`config.mk`:
```
export PLATFORM = sky130hd
export DESIGN_NAME = pc_stage_sequencer
export DESIGN_NICKNAME = d
export VERILOG_FILES = /design/src/rtl/pc_stage_sequencer.sv
export SDC_FILE = /design/constraint.sdc
export NUM_CORES = 1
export LEC_CHECK = 0
export CAP_MARGIN = 20
export CORE_UTILIZATION = 54
export CTS_BUF_LIST = sky130_fd_sc_hd__clkbuf_8
export DETAILED_ROUTE_END_ITERATION = 7
export PLACE_DENSITY = 0.81
export SYNTH_ARGS = -nofsm -noshare
export SYNTH_HDL_FRONTEND = slang
export SYNTH_SLANG_ARGS = --single-unit
```
`constraint.sdc`:
```
create_clock -name clk -period 4.7 [get_ports clk]
set_input_delay 0.94 -clock clk [delete_from_list [all_inputs] [get_ports clk]]
set_output_delay 0.94 -clock clk [all_outputs]
set_load 0.1 [all_outputs]
```
`src/rtl/pc_stage_sequencer.sv`:
```
// pc_stage_sequencer
// Parametrised stage sequencer and PC/next-PC unit for the multicycle core.
// It steps each instruction through NUM_STAGES stages and holds while stall_i is set.
// In the final stage it resolves branches (eq/ne/lt/ge/ltu/geu), jal and jalr, then loads the new PC.
// Optional feature macro: MISALIGN_TRAP_EN. When it is defined, a misaligned taken target raises a
// sticky trap_o. When it is undefined, trap_o is tied to 0.
module pc_stage_sequencer #(
  parameter int unsigned XLEN       = 32,
  parameter int unsigned NUM_STAGES = 3,
  parameter logic [31:0] RESET_PC   = 32'h8000_0000,
  parameter int unsigned STW        = $clog2(NUM_STAGES)
) (
  input  logic            clk,
  input  logic            rst,
  input  logic            stall_i,
  input  logic [31:0]     instr_i,
  input  logic [XLEN-1:0] rs1_i,
  input  logic [XLEN-1:0] rs2_i,
  output logic [STW-1:0]  stage_o,
  output logic            advance_o,
  output logic [XLEN-1:0] pc_o,
  output logic [XLEN-1:0] link_o,
  output logic            redirect_o,
  output logic            retire_o,
  output logic            trap_o
);

  localparam logic [STW-1:0]  LAST_STAGE = STW'(NUM_STAGES - 1);
  localparam logic [XLEN-1:0] PC_INIT    = XLEN'(RESET_PC);

  localparam logic [6:0] OP_BRANCH = 7'b1100011;
  localparam logic [6:0] OP_JAL    = 7'b1101111;
  localparam logic [6:0] OP_JALR   = 7'b1100111;

  logic [STW-1:0]  stage_q, stage_d;
  logic [XLEN-1:0] pc_q, pc_d;
  logic            retire_q, retire_d;
  logic            trap_q, trap_d;

  logic            is_last;
  logic            advance;
  logic            taken;
  logic            br_cond;
  logic            misalign;
  logic [XLEN-1:0] pc_plus4;
  logic [XLEN-1:0] target;
  logic [XLEN-1:0] jalr_sum;
  logic [XLEN-1:0] b_imm;
  logic [XLEN-1:0] j_imm;
  logic [XLEN-1:0] i_imm;
  logic [6:0]      opcode;
  logic [2:0]      funct3;

  // Sign-extended immediates and fixed instruction fields.
  always_comb begin
    opcode = instr_i[6:0];
    funct3 = instr_i[14:12];
    b_imm  = {{(XLEN-12){instr_i[31]}}, instr_i[7], instr_i[30:25], instr_i[11:8], 1'b0};
    j_imm  = {{(XLEN-20){instr_i[31]}}, instr_i[19:12], instr_i[20], instr_i[30:21], 1'b0};
    i_imm  = {{(XLEN-12){instr_i[31]}}, instr_i[31:20]};
  end

  // Branch condition and next-PC target. All adds wrap modulo 2^XLEN.
  always_comb begin
    pc_plus4 = pc_q + XLEN'(4);
    jalr_sum = rs1_i + i_imm;
    br_cond  = 1'b0;
    taken    = 1'b0;
    target   = pc_plus4;
    case (funct3)
      3'b000:  br_cond = (rs1_i == rs2_i);
      3'b001:  br_cond = (rs1_i != rs2_i);
      3'b100:  br_cond = ($signed(rs1_i) <  $signed(rs2_i));
      3'b101:  br_cond = ($signed(rs1_i) >= $signed(rs2_i));
      3'b110:  br_cond = (rs1_i <  rs2_i);
      3'b111:  br_cond = (rs1_i >= rs2_i);
      default: br_cond = 1'b0;
    endcase
    case (opcode)
      OP_BRANCH: begin
        if (br_cond) begin
          taken  = 1'b1;
          target = pc_q + b_imm;
        end
      end
      OP_JAL: begin
        taken  = 1'b1;
        target = pc_q + j_imm;
      end
      OP_JALR: begin
        taken  = 1'b1;
        target = {jalr_sum[XLEN-1:1], 1'b0};
      end
      default: begin
        taken  = 1'b0;
        target = pc_plus4;
      end
    endcase
  end

  // Stage sequencing, PC update, retire pulse and sticky trap.
  always_comb begin
    is_last  = (stage_q == LAST_STAGE);
    advance  = !stall_i && !trap_q;
`ifdef MISALIGN_TRAP_EN
    misalign = taken && (target[1:0] != 2'b00);
`else
    misalign = 1'b0;
`endif
    stage_d  = stage_q;
    pc_d     = pc_q;
    retire_d = 1'b0;
    trap_d   = trap_q;
    if (advance) begin
      if (!is_last) begin
        stage_d = stage_q + STW'(1);
      end else begin
        stage_d = '0;
        if (misalign) begin
          // A faulting instruction keeps its PC and does not retire.
          trap_d = 1'b1;
        end else begin
          pc_d     = target;
          retire_d = 1'b1;
        end
      end
    end
  end

  // State registers with asynchronous active-high reset.
  always_ff @(posedge clk or posedge rst) begin
    if (rst) begin
      stage_q  <= '0;
      pc_q     <= PC_INIT;
      retire_q <= 1'b0;
      trap_q   <= 1'b0;
    end else begin
      stage_q  <= stage_d;
      pc_q     <= pc_d;
      retire_q <= retire_d;
      trap_q   <= trap_d;
    end
  end

  // Output mapping.
  always_comb begin
    stage_o    = stage_q;
    advance_o  = advance;
    pc_o       = pc_q;
    link_o     = pc_plus4;
    redirect_o = is_last && advance && taken;
    retire_o   = retire_q;
    trap_o     = trap_q;
  end

endmodule
```
* Word level (Yosys, flattened, before mapping)
Index checks and enable logic that the tools add are counted.
W data, S select, Z words.
** Word-level totals
- Logic and storage cells :: 37
- Input bits :: 99
- Output and inout port bits :: 70
- Flip-flop bits (word level) :: 35
** Cells by class
- Reductions and logical operators :: 6
- Muxes and demuxes :: 8
- Magnitude comparators :: 4
- $add $sub $neg :: 5
- Eq/ne operators :: 11
** Operator list (count)
- $add A32 B32 Y32 :: 3
- $pmux W32 S3 :: 1
- $ge A32 B32 Y1 :: 2
- $lt A32 B32 Y1 :: 2
- $add A32 B3 Y32 const B :: 1
- $eq A32 B32 Y1 :: 1
- $mux W32 :: 1
- $ne A32 B32 Y1 :: 1
- $eq A7 B7 Y1 const B :: 3
- $eq A3 B3 Y1 const B :: 4
- $pmux W1 S6 :: 1
- $eq A3 B1 Y1 const B :: 1
- $logic_not A3 Y1 :: 1
- $mux W1 :: 3
- $add A2 B1 Y2 const B :: 1
- $eq A2 B2 Y1 const B :: 1
- $logic_and A1 B1 Y1 :: 2
- $mux W2 :: 1
- $pmux W1 S2 :: 1
- $reduce_and A2 Y1 :: 1
- $reduce_or A2 Y1 :: 1
- $logic_not A1 Y1 :: 1

* Logic depth before layout (Yosys ltp)
- Word-level depth :: 5
- Gate-level depth with buffers :: 13
- Depth with buffers taken out :: 11

* Worst setup path before layout
No wires, ideal clock.
- Kind :: register -> output
- Start point :: register pc_q[2], in the netlist pc_o[2]
- End point :: output port link_o[26]
- Required time :: 3.760 ns
- Stages on the path, launching flop included :: 7
- Arrival time :: 4.256 ns
- Slack :: -0.496 ns
- Cell sequence :: dfrtp_1 -> ha_1 -> and3_1 -> nand4_1 -> nor4_1 -> nand3_1 -> xnor2_1
** Between the ends
- Cells in the longest elaborated chain, start to end :: 1
** Ends and longest elaborated chain
- start: declaration :: RTL line 36 : logic [XLEN-1:0] pc_q, pc_d;
- start signal: assignment :: RTL line 139 : pc_q <= pc_d;
- $add A32 B3 Y32 :: RTL line 65 : pc_plus4 = pc_q + XLEN'(4);
- end: declaration :: RTL line 22 : output logic [XLEN-1:0] link_o,
Every way passes these cells.

* Worst setup path after layout
- Start point :: input port rs2_i[19]
- End point :: output port redirect_o
** Between the ends
- Cells in the longest elaborated chain, start to end :: 5
** Ends and longest elaborated chain
- start: declaration :: RTL line 18 : input logic [XLEN-1:0] rs2_i,
- $ge A32 B32 Y1, or another cell as far along :: RTL line 76 : 3'b111: br_cond = (rs1_i >= rs2_i);
- $pmux W1 S6 * :: RTL line 70 : case (funct3)
- $mux W1 * :: RTL line 81 : if (br_cond) begin
- $pmux W1 S2 * :: RTL line 79 : case (opcode)
- $logic_and A1 B1 Y1 * :: RTL line 151 : redirect_o = is_last && advance && taken;
- end: declaration :: RTL line 23 : output logic redirect_o,
Mark *: on every way between the ends. The rest lies on a longest branch, timed or not.

==> impl_metrics.yaml <==
status:
  status: "finished clean"
critical_path:
  timing.rr.start: "pc_o[2]"
  crit_path_start: "rs2_i[19]"
  startpoint_type: "primary input"
  r2r_cells: 11
  crit_fanout: 3
  endpoint_kind: "output port"
  required_ns: 3.76
  cp_data_arrival_time_ns: 3.64
  crit_type: "in2out"
timing:
  relSlewSlack_pct: 34.6
  setup_violations: 0
  finalHoldViolCount: 0
  clock_skew_ns: 0.00686
  period_needed_ns: 4.58
  maxSlewViolCount: 0
  max_slew.worst_pin.slew_ns: 0.978
  timing.fmax_mhz: 218
  period_share_pct: 97.4
  whs_ns: 0.553
layout:
  multi_input_area_um2: 6690
  diodes: 0
  final_nets: 1458
  fill_cells: 1166
  drive_gt1_share_pct: 10.7
  finalInstanceArea_um2: 10200
  seq_area_um2: 852
  synthToLayoutAreaGrowth_pct: 30.8
worst_hold_path:
  hold_path_startpoint: "stage_o[0]"
  hold_class: "reg2reg"
  min_delay_path_depth: 2
clocking:
  cts_tree: "yes"
  clk_path_buf_depth: 2
  clkTransAtPathRegs_ns: 0.08
  root_buffer: "clkbuf_8"
  cts-buffers-inserted: 5
  h-tree-depth: 2
  clk_latency_ns: 0.31
  clock_sinks: 34
grt:
  antenna_found_initial: 0
  grt_pass1_wl_um: 42400
  grt_max_degree: 37
  grt_overflow: 0
  grt_usage_pct: 36.8
  grt_pass1_vias: 8257
die:
  core_region_area_um2: 13900
  initial_core_util_pct: 55.8
  die-area_um2: 14900
  num_rows: 43
  dieWidth_um: 122
  ioPinCount: 169
  die_h_um: 122
power_and_ir_drop:
  ir_drop_mv: 0.446
  power_density_nw_per_um2: 539
  seqPwrFrac_pct: 11.7
  netSwitchingPower_mw: 3.45
  sw_frac_of_total_pct: 62.9
  finalPower_mw: 5.48
  p_int_mw: 2.03
  p_comb_share_pct: 81.7
  leakagePower_nw: 4.43
  clkPwrFrac_pct: 6.7
placed_design:
  routabilityCongestion: 1.01
  io_buffers: 165
  post_dp_cell_area_um2: 9870
  hpwl_um: 21900
route:
  ant_nets: 0
  route.detailed.drc: 0
  met3WireLength_um: 2450
  routedLengthMet1_um: 11800
  wire_per_inst_um: 19.3
  via_per_inst: 6.35
  top_layer: "met4"
  drtPass1Iterations: 5
  wl_um: 27600
  vias: 9082
  initialDrtViolationCount: 910
  met2WireLength_um: 12200
synth:
  async_reset_ff_share_pct: 100
  yosys-top-cells-area: "ha_1, dfrtp_1, xnor2_1"
  seq_area_frac_synth_pct: 11.0
  avgSynthCellArea_um2: 7.27
  syn-cell-area_um2: 7770
  yosysWarnings: 0
  synth_area_leader_cell: "ha_1"
  synthTopCellsByCount: "ha_1, a21oi_1, nand2_1, o21ai_0, nor2_1"
  synth-edff-count: 0
  syn_inst: 1069
  yosysUniqueCellTypes: 77
  synth-main-ff-cell: "dfrtp_1"
  yosys.area.top_type_share_pct: 17.1
  synth_most_common_cell: "ha_1"
  synth-seq-cells: 34
job:
  cap_violations: 0
-- cell families (layout without fill, tap and decap cells) --
| group | count (synthesis) | after routing | synth area share [%] |
|---|---|---|---|
| xor+xnor | 93 | 93 | 10.5 |
| compound gates | 397 | 397 | 33.7 |
| mux | 9 | 9 | 1.21 |
| simple gates | 317 | 317 | 20.1 |
| buf+inv | 109 | 289 | 5.60 |
| other cells | 1 | 3 | 0.0483 |
| flops | 34 | 34 | 11.0 |
| fa+ha+maj | 109 | 109 | 17.8 |
-- layout by cell type, fill, tap and decap left out, drive strengths merged, types with 13 or more instances in the layout --
master	instances
nand3	25
o31ai	13
a221oi	16
xnor2	62
buf	72
dfrtp	33
a21oi	94
o21ai	88
clkdlybuf4s50	134
nor3	29
a31oi	26
nand2	94
nand4	21
o21bai	14
xor2	31
inv	72
ha	106
nor2	75
a21o	34
a211oi	26
-- final cells by class --
cell class	count	share of cell area [%]
sequential	34	8.38
multi-input combinational	928	65.9
timing repair buffer	209	19.5
clock buffer	6	0.813
clock inverter	2	0.591
inverter	72	2.66
tap	180	2.22
-- power groups by stage --
stage,registers [mW],logic (mW),clock network (mW)
finish,0.639,4.47,0.366
detailed placement,0.639,4.39,0
global route,0.662,4.74,0.375
global placement,0.636,4.35,0
CTS,0.633,4.41,0.364
floorplan,1.32,2.64,0
-- final timing paths --
path	endpoint	slack, ns
worst max-delay path	redirect_o	0.12
worst min-delay path	stage_o[1]	0.55
worst max register to register	pc_o[24]	1.21
worst min register to register	stage_o[1]	0.55
max in group asynchronous	pc_o[31]	3.15
min in group asynchronous	stage_o[1]	0.83
-- registers in the layout, summed over array words and instances, names as in the netlist --
register,cells
retire_o,1
stage_o,2
pc_o,31
-- metrics by stage --
step | std cells | util, % | worst slack [ns] | TNS [ns]
6_report | 1431 | 72.9 | 0.120 | 0
5_1_grt | 1431 | 72.9 | -0.0285 | -0.0285
4_1_cts | 1427 | 72.1 | 0.0611 | 0
3_5_place_dp | 1418 | 70.8 | -0.138 | -0.138
3_3_place_gp | 1418 | 70.8 | -0.00459 | -0.00459
2_1_floorplan | 1071 | - | -0.113 | -0.129
-- worst max-delay path, cell delays in order --
cell	delay [ns]
clkdlybuf4s50_1	0.46
inv_1	0.05
ha_1	0.30
nand4_1	0.17
nor4_4	0.39
buf_4	0.19
a31oi_1	0.08
o211ai_1	0.16
buf_4	0.19
mux2i_4	0.08
a211oi_4	0.26
o21ai_2	0.12
inv_2	0.08
buf_12	0.17
-- timing repair --
action                     CTS  global route
setup buffers                1             4
pin swaps                    1            12
gates resized for setup      5            15
gates cloned                 0             0
setup endpoints to repair    1             1
hold buffers                 0             0
-- routing by layer --
metal  GRT usage (%)  up-vias
li1                -     4368
met1            49.9     4175
met2            57.6      460
met3            5.57       79
met4            15.5        0
met5               0        -
Power figures use the tool's default switching activity.
